### src/rtl/ddr_rd_uart_streamer_pkg.sv
// Shared definitions for the DDR read to UART streamer: MIG command codes,
// default address step and the issuer/serializer state encodings.
package ddr_rd_uart_streamer_pkg;

  localparam logic [2:0] CMD_WRITE = 3'b000;
  localparam logic [2:0] CMD_READ  = 3'b001;

  // One app word covers 8 DRAM addresses in 4:1 mode with x16 parts
  localparam int ADDR_STEP = 8;

  typedef enum logic {
    I_IDLE = 1'b0,
    I_REQ  = 1'b1
  } issue_state_t;

  typedef enum logic [1:0] {
    S_IDLE = 2'd0,
    S_SEND = 2'd1,
    S_WAIT = 2'd2
  } ser_state_t;

endpackage

### src/rtl/ddr_rd_uart_streamer_word_fifo2.sv
// Two-entry word FIFO holding read data between the MIG and the byte serializer.
// Head is the oldest entry; simultaneous push and pop keep the count unchanged.
module word_fifo2 #(
  parameter int p_DATA_WIDTH = 128
) (
  input  logic                    clk,
  input  logic                    rst_n,
  input  logic                    push,
  input  logic [p_DATA_WIDTH-1:0] push_data,
  input  logic                    pop,
  output logic [p_DATA_WIDTH-1:0] head,
  output logic [1:0]              count
);

  logic [p_DATA_WIDTH-1:0] mem [2];
  logic                    rd_ptr;
  logic                    wr_ptr;

  always_ff @(posedge clk or negedge rst_n) begin
    if (!rst_n) begin
      rd_ptr <= 1'b0;
      wr_ptr <= 1'b0;
      count  <= 2'd0;
    end else begin
      if (push) wr_ptr <= ~wr_ptr;
      if (pop)  rd_ptr <= ~rd_ptr;
      case ({push, pop})
        2'b10:   count <= count + 2'd1;
        2'b01:   count <= count - 2'd1;
        default: count <= count;
      endcase
    end
  end

  // Storage carries no reset; the count decides what is meaningful
  always_ff @(posedge clk) begin
    if (push) mem[wr_ptr] <= push_data;
  end

  assign head = mem[rd_ptr];

endmodule

### src/rtl/ddr_rd_uart_streamer.sv
// Reads an inclusive range of MIG app words and streams each word MSB byte first
// to UART_TX_CTRL, keeping at most two words in flight or buffered.
module ddr_rd_uart_streamer
  import ddr_rd_uart_streamer_pkg::*;
#(
  parameter int p_ADDR_WIDTH = 28,
  parameter int p_DATA_WIDTH = 128,
  parameter int p_ADDR_STEP  = ADDR_STEP
) (
  input  logic                    IN_CLK,
  input  logic                    IN_RST_N,
  input  logic                    IN_START,
  input  logic [p_ADDR_WIDTH-1:0] IN28_START_ADDR,
  input  logic [p_ADDR_WIDTH-1:0] IN28_END_ADDR,
  output logic                    OUT_BUSY,
  output logic                    OUT_DONE,
  output logic [p_ADDR_WIDTH-1:0] OUT28_APP_ADDR,
  output logic [2:0]              OUT3_APP_CMD,
  output logic                    OUT_APP_EN,
  input  logic                    IN_APP_RDY,
  input  logic [p_DATA_WIDTH-1:0] IN128_APP_RD_DATA,
  input  logic                    IN_APP_RD_DATA_VALID,
  output logic                    OUT_UART_TX_SEND,
  output logic [7:0]              OUT8_UART_TX_DATA,
  input  logic                    IN_UART_TX_READY,
  input  logic                    IN_UART_TX_BYTE_DONE
);

  localparam int NBYTES = p_DATA_WIDTH / 8;
  localparam int IDX_W  = (NBYTES > 1) ? $clog2(NBYTES) : 1;
  localparam logic [IDX_W-1:0]        LAST_IDX = IDX_W'(NBYTES - 1);
  localparam logic [IDX_W-1:0]        IDX_ONE  = IDX_W'(1);
  localparam logic [p_ADDR_WIDTH-1:0] STEP     = p_ADDR_WIDTH'(p_ADDR_STEP);
  localparam logic [p_ADDR_WIDTH-1:0] ONE      = p_ADDR_WIDTH'(1);
  localparam logic [p_ADDR_WIDTH-1:0] ALIGN    = ~p_ADDR_WIDTH'(7);

  issue_state_t istate, istate_nxt;
  ser_state_t   sstate, sstate_nxt;

  logic                    busy;
  logic                    done;
  logic [p_ADDR_WIDTH-1:0] addr;
  logic [p_ADDR_WIDTH-1:0] issue_left;
  logic [p_ADDR_WIDTH-1:0] pop_left;
  logic [1:0]              outstanding;
  logic [IDX_W-1:0]        idx;

  logic [p_ADDR_WIDTH-1:0] start_a;
  logic [p_ADDR_WIDTH-1:0] end_a;
  logic [p_ADDR_WIDTH-1:0] word_cnt;
  logic                    start_ok;
  logic                    range_ok;
  logic                    cmd_acc;
  logic                    push;
  logic                    pop;
  logic [2:0]              inflight;
  logic [1:0]              fifo_count;
  logic [p_DATA_WIDTH-1:0] head;

  assign start_a  = IN28_START_ADDR & ALIGN;
  assign end_a    = IN28_END_ADDR & ALIGN;
  assign start_ok = IN_START & ~busy;
  assign range_ok = (end_a >= start_a);
  assign word_cnt = (end_a - start_a) / STEP + ONE;
  assign cmd_acc  = (istate == I_REQ) && IN_APP_RDY;
  // Data arriving with nothing outstanding belongs to an aborted transfer
  assign push     = IN_APP_RD_DATA_VALID && (outstanding != 2'd0);
  assign pop      = (sstate == S_WAIT) && IN_UART_TX_BYTE_DONE && (idx == '0);
  assign inflight = {1'b0, outstanding} + {1'b0, fifo_count};

  word_fifo2 #(
    .p_DATA_WIDTH(p_DATA_WIDTH)
  ) u_fifo (
    .clk      (IN_CLK),
    .rst_n    (IN_RST_N),
    .push     (push),
    .push_data(IN128_APP_RD_DATA),
    .pop      (pop),
    .head     (head),
    .count    (fifo_count)
  );

  always_ff @(posedge IN_CLK or negedge IN_RST_N) begin
    if (!IN_RST_N) begin
      istate <= I_IDLE;
      sstate <= S_IDLE;
    end else begin
      istate <= istate_nxt;
      sstate <= sstate_nxt;
    end
  end

  // Issue only while the read in flight plus buffered words leave a free slot
  always_comb begin
    istate_nxt = istate;
    case (istate)
      I_IDLE: begin
        if (start_ok && range_ok) begin
          istate_nxt = I_REQ;
        end else if (busy && (issue_left != '0) && (inflight < 3'd2)) begin
          istate_nxt = I_REQ;
        end
      end
      I_REQ: begin
        if (IN_APP_RDY) istate_nxt = I_IDLE;
      end
      default: istate_nxt = I_IDLE;
    endcase
  end

  // Entering on a same-cycle push lets the first byte go out one cycle after valid data
  always_comb begin
    sstate_nxt = sstate;
    case (sstate)
      S_IDLE: begin
        if ((fifo_count != 2'd0) || push) sstate_nxt = S_SEND;
      end
      S_SEND: begin
        if (IN_UART_TX_READY) sstate_nxt = S_WAIT;
      end
      S_WAIT: begin
        if (IN_UART_TX_BYTE_DONE) sstate_nxt = (idx == '0) ? S_IDLE : S_SEND;
      end
      default: sstate_nxt = S_IDLE;
    endcase
  end

  always_comb begin
    OUT_BUSY          = busy;
    OUT_DONE          = done;
    OUT28_APP_ADDR    = addr;
    OUT3_APP_CMD      = CMD_READ;
    OUT_APP_EN        = (istate == I_REQ);
    OUT_UART_TX_SEND  = 1'b0;
    OUT8_UART_TX_DATA = 8'h00;
    if ((sstate == S_SEND) && IN_UART_TX_READY) begin
      OUT_UART_TX_SEND  = 1'b1;
      OUT8_UART_TX_DATA = head[{idx, 3'b000} +: 8];
    end
  end

  always_ff @(posedge IN_CLK or negedge IN_RST_N) begin
    if (!IN_RST_N) begin
      busy        <= 1'b0;
      done        <= 1'b0;
      addr        <= '0;
      issue_left  <= '0;
      pop_left    <= '0;
      outstanding <= 2'd0;
    end else begin
      done <= 1'b0;
      if (start_ok) begin
        if (range_ok) begin
          busy       <= 1'b1;
          addr       <= start_a;
          issue_left <= word_cnt;
          pop_left   <= word_cnt;
        end else begin
          done <= 1'b1;
        end
      end
      if (cmd_acc) begin
        addr       <= addr + STEP;
        issue_left <= issue_left - ONE;
      end
      case ({cmd_acc, push})
        2'b10:   outstanding <= outstanding + 2'd1;
        2'b01:   outstanding <= outstanding - 2'd1;
        default: outstanding <= outstanding;
      endcase
      if (pop) begin
        pop_left <= pop_left - ONE;
        if (pop_left == ONE) begin
          busy <= 1'b0;
          done <= 1'b1;
        end
      end
    end
  end

  always_ff @(posedge IN_CLK or negedge IN_RST_N) begin
    if (!IN_RST_N) begin
      idx <= '0;
    end else if ((sstate == S_IDLE) && (sstate_nxt == S_SEND)) begin
      idx <= LAST_IDX;
    end else if ((sstate == S_WAIT) && IN_UART_TX_BYTE_DONE) begin
      idx <= idx - IDX_ONE;
    end
  end

endmodule

### config.mk
export PLATFORM = sky130hd
export DESIGN_NAME = ddr_rd_uart_streamer
export DESIGN_NICKNAME = d
export VERILOG_FILES = /design/src/rtl/ddr_rd_uart_streamer_pkg.sv /design/src/rtl/ddr_rd_uart_streamer_word_fifo2.sv /design/src/rtl/ddr_rd_uart_streamer.sv
export SDC_FILE = /design/constraint.sdc
export NUM_CORES = 1
export LEC_CHECK = 0
export ABC_AREA = 1
export CORE_ASPECT_RATIO = 1.5
export CORE_UTILIZATION = 40
export DETAILED_ROUTE_END_ITERATION = 8
export PLACE_DENSITY = 0.67
export SYNTH_ARGS = -nofsm -noshare
export SYNTH_HDL_FRONTEND = slang
export SYNTH_HIERARCHICAL = 1
export SYNTH_SLANG_ARGS = --single-unit
### constraint.sdc
create_clock -name IN_CLK -period 6.2 [get_ports IN_CLK]
set_clock_uncertainty 0.2 [all_clocks]
set_input_delay 1.24 -clock IN_CLK [delete_from_list [all_inputs] [get_ports IN_CLK]]
set_output_delay 1.24 -clock IN_CLK [all_outputs]
set_load 0.05 [all_outputs]
Word-level counts from Yosys, hierarchy flattened
Memory sizes are Yosys's and may differ from the RTL's.
Index checks and enable logic that the tools add are counted.
{ "classes": {"add_sub_neg": 11, "order_cmp": 2, "eq_ne": 8, "n_shift": 1, "mux": 32, "bitwise_logic": 5, "reduce_logical": 24} }
{ "ops": {"columns": ["operator", "n"], "rows": [
  ["$mux W28", 7],
  ["$shiftx A128 B8 Y8", 1],
  ["$sub A28 B1 Y28 const B", 2],
  ["$add A28 B4 Y28 const B", 1],
  ["$eq A28 B1 Y1 const B", 1],
  ["$ge A28 B28 Y1", 1],
  ["$reduce_bool A28 Y1", 1],
  ["$sub A28 B28 Y28", 1],
  ["$add A25 B1 Y26 const B", 1],
  ["$reduce_bool A2 Y1", 9],
  ["$mux W1", 15],
  ["$logic_and A1 B1 Y1", 9],
  ["$eq A2 B1 Y1 const B", 4],
  ["$mux W4", 2],
  ["$mux W8", 1],
  ["$pmux W2 S2", 2],
  ["$eq A2 B2 Y1 const B", 3],
  ["$mux W2", 3],
  ["$pmux W2 S3", 1],
  ["$add A2 B1 Y2 const B", 2],
  ["$logic_not A4 Y1", 1],
  ["$not A1 Y1", 4],
  ["$reduce_and A2 Y1", 2],
  ["$sub A2 B1 Y2 const B", 2],
  ["other kinds (7)", 7]
]} }
{ "word_totals": {"reg_bits": 99, "ramBits": 256, "out_inout_bits": 43, "n_memories": 1} }
{ "memory_table": {"columns": ["memory", "depth", "word_bits", "read_ports", "rd_ports_with_merged_regs", "wr", "line", "rtl"], "rows": [
  ["u_fifo.mem", 2, 128, 1, 0, 1, "ddr_rd_uart_streamer_word_fifo2.sv:15", "logic [p_DATA_WIDTH-1:0] mem [2];"]
]} }

Depth between registers and ports, before layout
{ "logic_depth": {"depth_word": 8, "depth_mapped": 23, "depth_no_buf": 22} }

Cells and area by module
Netlist, hierarchy kept.
{ "modules_own_cells": {"columns": ["mod", "n_inst", "cells_per_inst", "area_per_inst_um2", "seq_area_each_um2"], "rows": [
  ["ddr_rd_uart_streamer", 1, 1577, 9693.0, 2302.2],
  ["word_fifo2", 1, 690, 9631.7, 7787.5]
]} }

Worst setup path before layout
No wires, ideal clock.
{ "synth_timing": {"path_kind": "input to register", "from": "in IN_APP_RD_DATA_VALID", "to": "mem u_fifo.mem[0][0], enable pin", "t_arrival_ns": 6.833, "required_ns": 5.383, "path_slack_ns": -1.450, "stages": 4, "n_path_buf": 0, "path_cell_list": "o21ai_0 > inv_1 > inv_1 > nor2_1"} }
{ "synth_via": {"elab_chain_cells": 3} }
{ "synth_rtl": {"columns": ["item", "line", "rtl"], "rows": [
  ["from (decl)", "ddr_rd_uart_streamer.sv:22", "input logic IN_APP_RD_DATA_VALID,"],
  ["$logic_and A1 B1 Y1", "ddr_rd_uart_streamer.sv:67", "assign push = IN_APP_RD_DATA_VALID && (outstanding != 2'd0);"],
  ["via push", "ddr_rd_uart_streamer.sv:54", "logic push;"],
  ["$mux W1", "ddr_rd_uart_streamer_word_fifo2.sv:37", "if (push) mem[wr_ptr] <= push_data;"],
  ["$mux W1 (implied by the code)", "ddr_rd_uart_streamer_word_fifo2.sv:37", null],
  ["to (decl)", "ddr_rd_uart_streamer_word_fifo2.sv:15", null]
]} }
The timed path passes the listed nets, and every way through them passes these cells.

Final worst setup path
{ "layout_timing": {"from": "reg u_fifo.rd_ptr", "to": "out OUT8_UART_TX_DATA[5]"} }
{ "layout_via": {"elab_chain_cells": 3} }
{ "layout_rtl": {"columns": ["item", "line", "rtl"], "rows": [
  ["from (decl)", "ddr_rd_uart_streamer_word_fifo2.sv:16", "logic rd_ptr;"],
  ["from (signal assigned)", "ddr_rd_uart_streamer_word_fifo2.sv:26", "if (pop) rd_ptr <= ~rd_ptr;"],
  ["$mem_v2 Z2 W128", null, null],
  ["via head[69]", "ddr_rd_uart_streamer.sv:58", "logic [p_DATA_WIDTH-1:0] head;"],
  ["$shiftx A128 B8 Y8", "ddr_rd_uart_streamer.sv:138", "OUT8_UART_TX_DATA = head[{idx, 3'b000} +: 8];"],
  ["$mux W8", "ddr_rd_uart_streamer.sv:136", "if ((sstate == S_SEND) && IN_UART_TX_READY) begin"],
  ["to (decl)", "ddr_rd_uart_streamer.sv:24", "output logic [7:0] OUT8_UART_TX_DATA,"]
]} }
The timed path passes the listed nets, and every way through them passes these cells.

==> impl_metrics.py <==
metrics = {
    "setup_path": {
        "cp-start-kind": "register",
        "cp_data_required_time_ns": 4.76,
        "worstSetupPathType": "register to primary output",
        "worstPathArrival_ns": 3.81,
        "cp_max_fo": 90,
        "crit_path_end_kind": "primary output",
    },
    "timing": {
        "rsz0062_at_grt": "no",
        "post-route-min-period_ns": 5.250,
        "maxSlewViolCount": 0,
        "setup_tns_ns": 0,
        "fmax_ghz": 0.1905,
        "relSlewSlack": 0.3187,
        "setup_viol": 0,
        "worst_hold_slack_ns": 0.2766,
        "tightest_slew_ns": 1.022,
        "hold_viol_final": 0,
        "min_period_over_period": 0.8467,
        "fin_ws_ns": 0.9502,
    },
    "global_route": {
        "grt_pass1_wl_mm": 85.10,
        "grt_pass1_vias": 15840,
        "grt.overflow.total": 0,
        "antenna_found_initial": 5,
        "track_usage": 0.2226,
        "grt_max_degree": 129,
    },
    "clocking": {
        "cts_root_buf": "clkbuf_16",
        "cts_max_path_buffers": 3,
        "cts_resized": 0,
        "cts_made_buffers": 36,
        "h-tree-depth": 2,
        "cts_tree": "built",
        "clk_pin_slew_worst_paths_ns": 0.06,
        "hold_buffers": 0,
        "clk_latency_ns": 0.53,
        "cts_sinks": 352,
        "post_cts_buffers": 0,
    },
    "final_layout": {
        "final_util": 0.4858,
        "drive_gt1_frac": 0.05856,
        "fin_nets": 2692,
        "fillCellCount": 4488,
        "syn2layout_area_growth_pct": 19.90,
        "layout.cells.non_filler": 3095,
        "design_area_sq_um": 23170,
    },
    "run": {
        "cap_violations": 0,
    },
    "drt": {
        "antenna_left": 0,
        "vias": 15810,
        "wire_per_inst_microns": 17.54,
        "dr.first_iter.drc_count": 1091,
        "drcViolationCount": 0,
        "viasPerCell": 5.107,
        "finalWirelength_mm": 54.28,
        "firstDrtPassIters": 5,
    },
    "synthesis": {
        "postSynthCellCount": 2267,
        "synthDistinctLibCells": 59,
        "yosysWarnings": 6,
        "synth_top_area_share": 0.3978,
        "synth_most_common_cell": "nand2_1",
        "synth_top_cells_by_count": "574 x nand2_1, 341 x inv_1, 256 x edfxtp_1, 244 x o21ai_0, 210 x nor2_1",
        "synth_edf_count": 256,
        "syn_area_sq_um": 19320,
        "synth_top_cell_by_area": "edfxtp_1",
        "seq_area_frac_synth": 0.5221,
        "syn_area_per_cell_sq_um": 8.524,
        "synth_ff_type": "edfxtp_1",
        "ys_ff_latch": 352,
        "synthArstFlopShare": 0.2727,
        "synthTopCellsByArea": "edfxtp_1 40%, dfrtp_1 12%, nand2_1 11%, inv_1 6.6%, o21ai_0 6.3%",
    },
    "floorplan": {
        "die-area_sq_um": 49210,
        "die_x_microns": 181.5,
        "start_util": 0.4051,
        "num_io_pins": 234,
        "core-area_sq_um": 47700,
        "die_h_microns": 271.2,
        "rows": 98,
    },
    "power": {
        "powerDensity_nw_per_um2": 367.1,
        "p_total_mw": 8.505,
        "power_leakage_nw": 9.787,
        "peakVddDrop_mv": 0.2636,
    },
    "place": {
        "place_ws_ns": 1.243,
        "io_buffers": 221,
        "dpl_cell_area_sq_um": 22070,
        "gp_congestion": 0.9259,
        "dp.cells": 3028,
        "dpl.hpwl_mm": 40.28,
    },
    "worst_hold_path": {
        "hp-class": "register to register",
    },
    "run_status": {
        "status": "complete, no violations",
    },
}
[path summary, 6_finish.rpt]
path / start / endpoint / slack, ns / cells past startpoint
max in group asynchronous: IN_RST_N / pop_left[27] / 4.11 / 2
min in group asynchronous: IN_RST_N / OUT28_APP_ADDR[18] / 0.60 / 1
max: u_fifo/rd_ptr / OUT8_UART_TX_DATA[5] / 0.95 / 8
min reg2reg: pop_left[27] / pop_left[27] / 0.28 / 1
max reg2reg: idx[0] / pop_left[16] / 3.01 / 11
min: pop_left[27] / pop_left[27] / 0.28 / 1
[cells by family after synthesis]
family / share of synthesized area
flops: 0.5221
compound gates: 0.1224
other cells: 0.0003886
xor+xnor: 0.02933
simple gates: 0.2100
buf+inv: 0.09136
mux: 0.001036
fa+ha+maj: 0.02344
[layer usage]
| metal | up-vias | GRT usage | wire [microns] |
|---|---|---|---|
| met5 | - | 0 | 38 |
| met4 | 6 | 0.1088 | 2636 |
| met3 | 118 | 0.03971 | 2860 |
| met2 | 463 | 0.4174 | 28890 |
| met1 | 7382 | 0.2381 | 19850 |
| li1 | 7836 | - | - |
[report_power, final]
group          internal, mW  switching [mW]  total, mW
clock network          1.16           0.900       2.07
logic                 0.920            1.85       2.77
registers              3.25           0.424       3.67
total                  5.33            3.17       8.51
[cell usage in the layout, fill, tap and decap left out, types with 5 or more instances in the layout]
cell / instances
nand2_2: 12
xor2_1: 45
nor4_1: 9
o31ai_1: 5
conb_1: 6
o21ai_0: 244
o211ai_2: 7
ha_1: 33
buf_4: 17
nand3_2: 6
o211ai_1: 15
nor3_2: 6
inv_1: 339
clkdlybuf4s50_1: 220
a21oi_1: 49
dfrtp_1: 94
clkinv_1: 9
clkbuf_16: 36
nor2_1: 209
clkbuf_1: 12
nand4_1: 24
o21ai_1: 13
nor3_1: 20
o221ai_2: 6
a31oi_1: 14
nand3_1: 81
edfxtp_1: 256
o22ai_1: 23
o221ai_1: 12
nor2_2: 11
inv_2: 14
xnor2_1: 16
nand2_1: 573
[critical path: stages (launching register included)]
cell             delay, ns
dfrtp_4               0.94
buf_4                 0.40
nand2_1               0.08
o21ai_0               0.11
nor2_1                0.06
o221ai_1              0.35
nand3_1               0.20
a31oi_1               0.18
clkdlybuf4s50_1       0.87
[cell type report]
class | instances | area (sq um) | area share
Clock inverter | 17 | 151.4 | 0.006534
Antenna cell | 2 | 5.005 | 0.0002160
Timing Repair Buffer | 240 | 2390 | 0.1031
Multi-Input combinational cell | 1480 | 7495 | 0.3235
Clock buffer | 48 | 945.9 | 0.04082
Inverter | 356 | 1339 | 0.05778
Tap cell | 600 | 750.7 | 0.03240
Sequential cell | 352 | 10090 | 0.4357
[flip-flops by register name, summed over array words and instances, names as in the netlist]
signal / count
outstanding: 2
u_fifo/rd_ptr: 1
OUT_APP_EN: 1
sstate: 2
u_fifo/mem: 256
OUT_DONE: 1
idx: 4
pop_left: 28
u_fifo/wr_ptr: 1
OUT_BUSY: 1
OUT28_APP_ADDR: 25
u_fifo/count: 2
issue_left: 28
(Power assumes the default switching activity.)
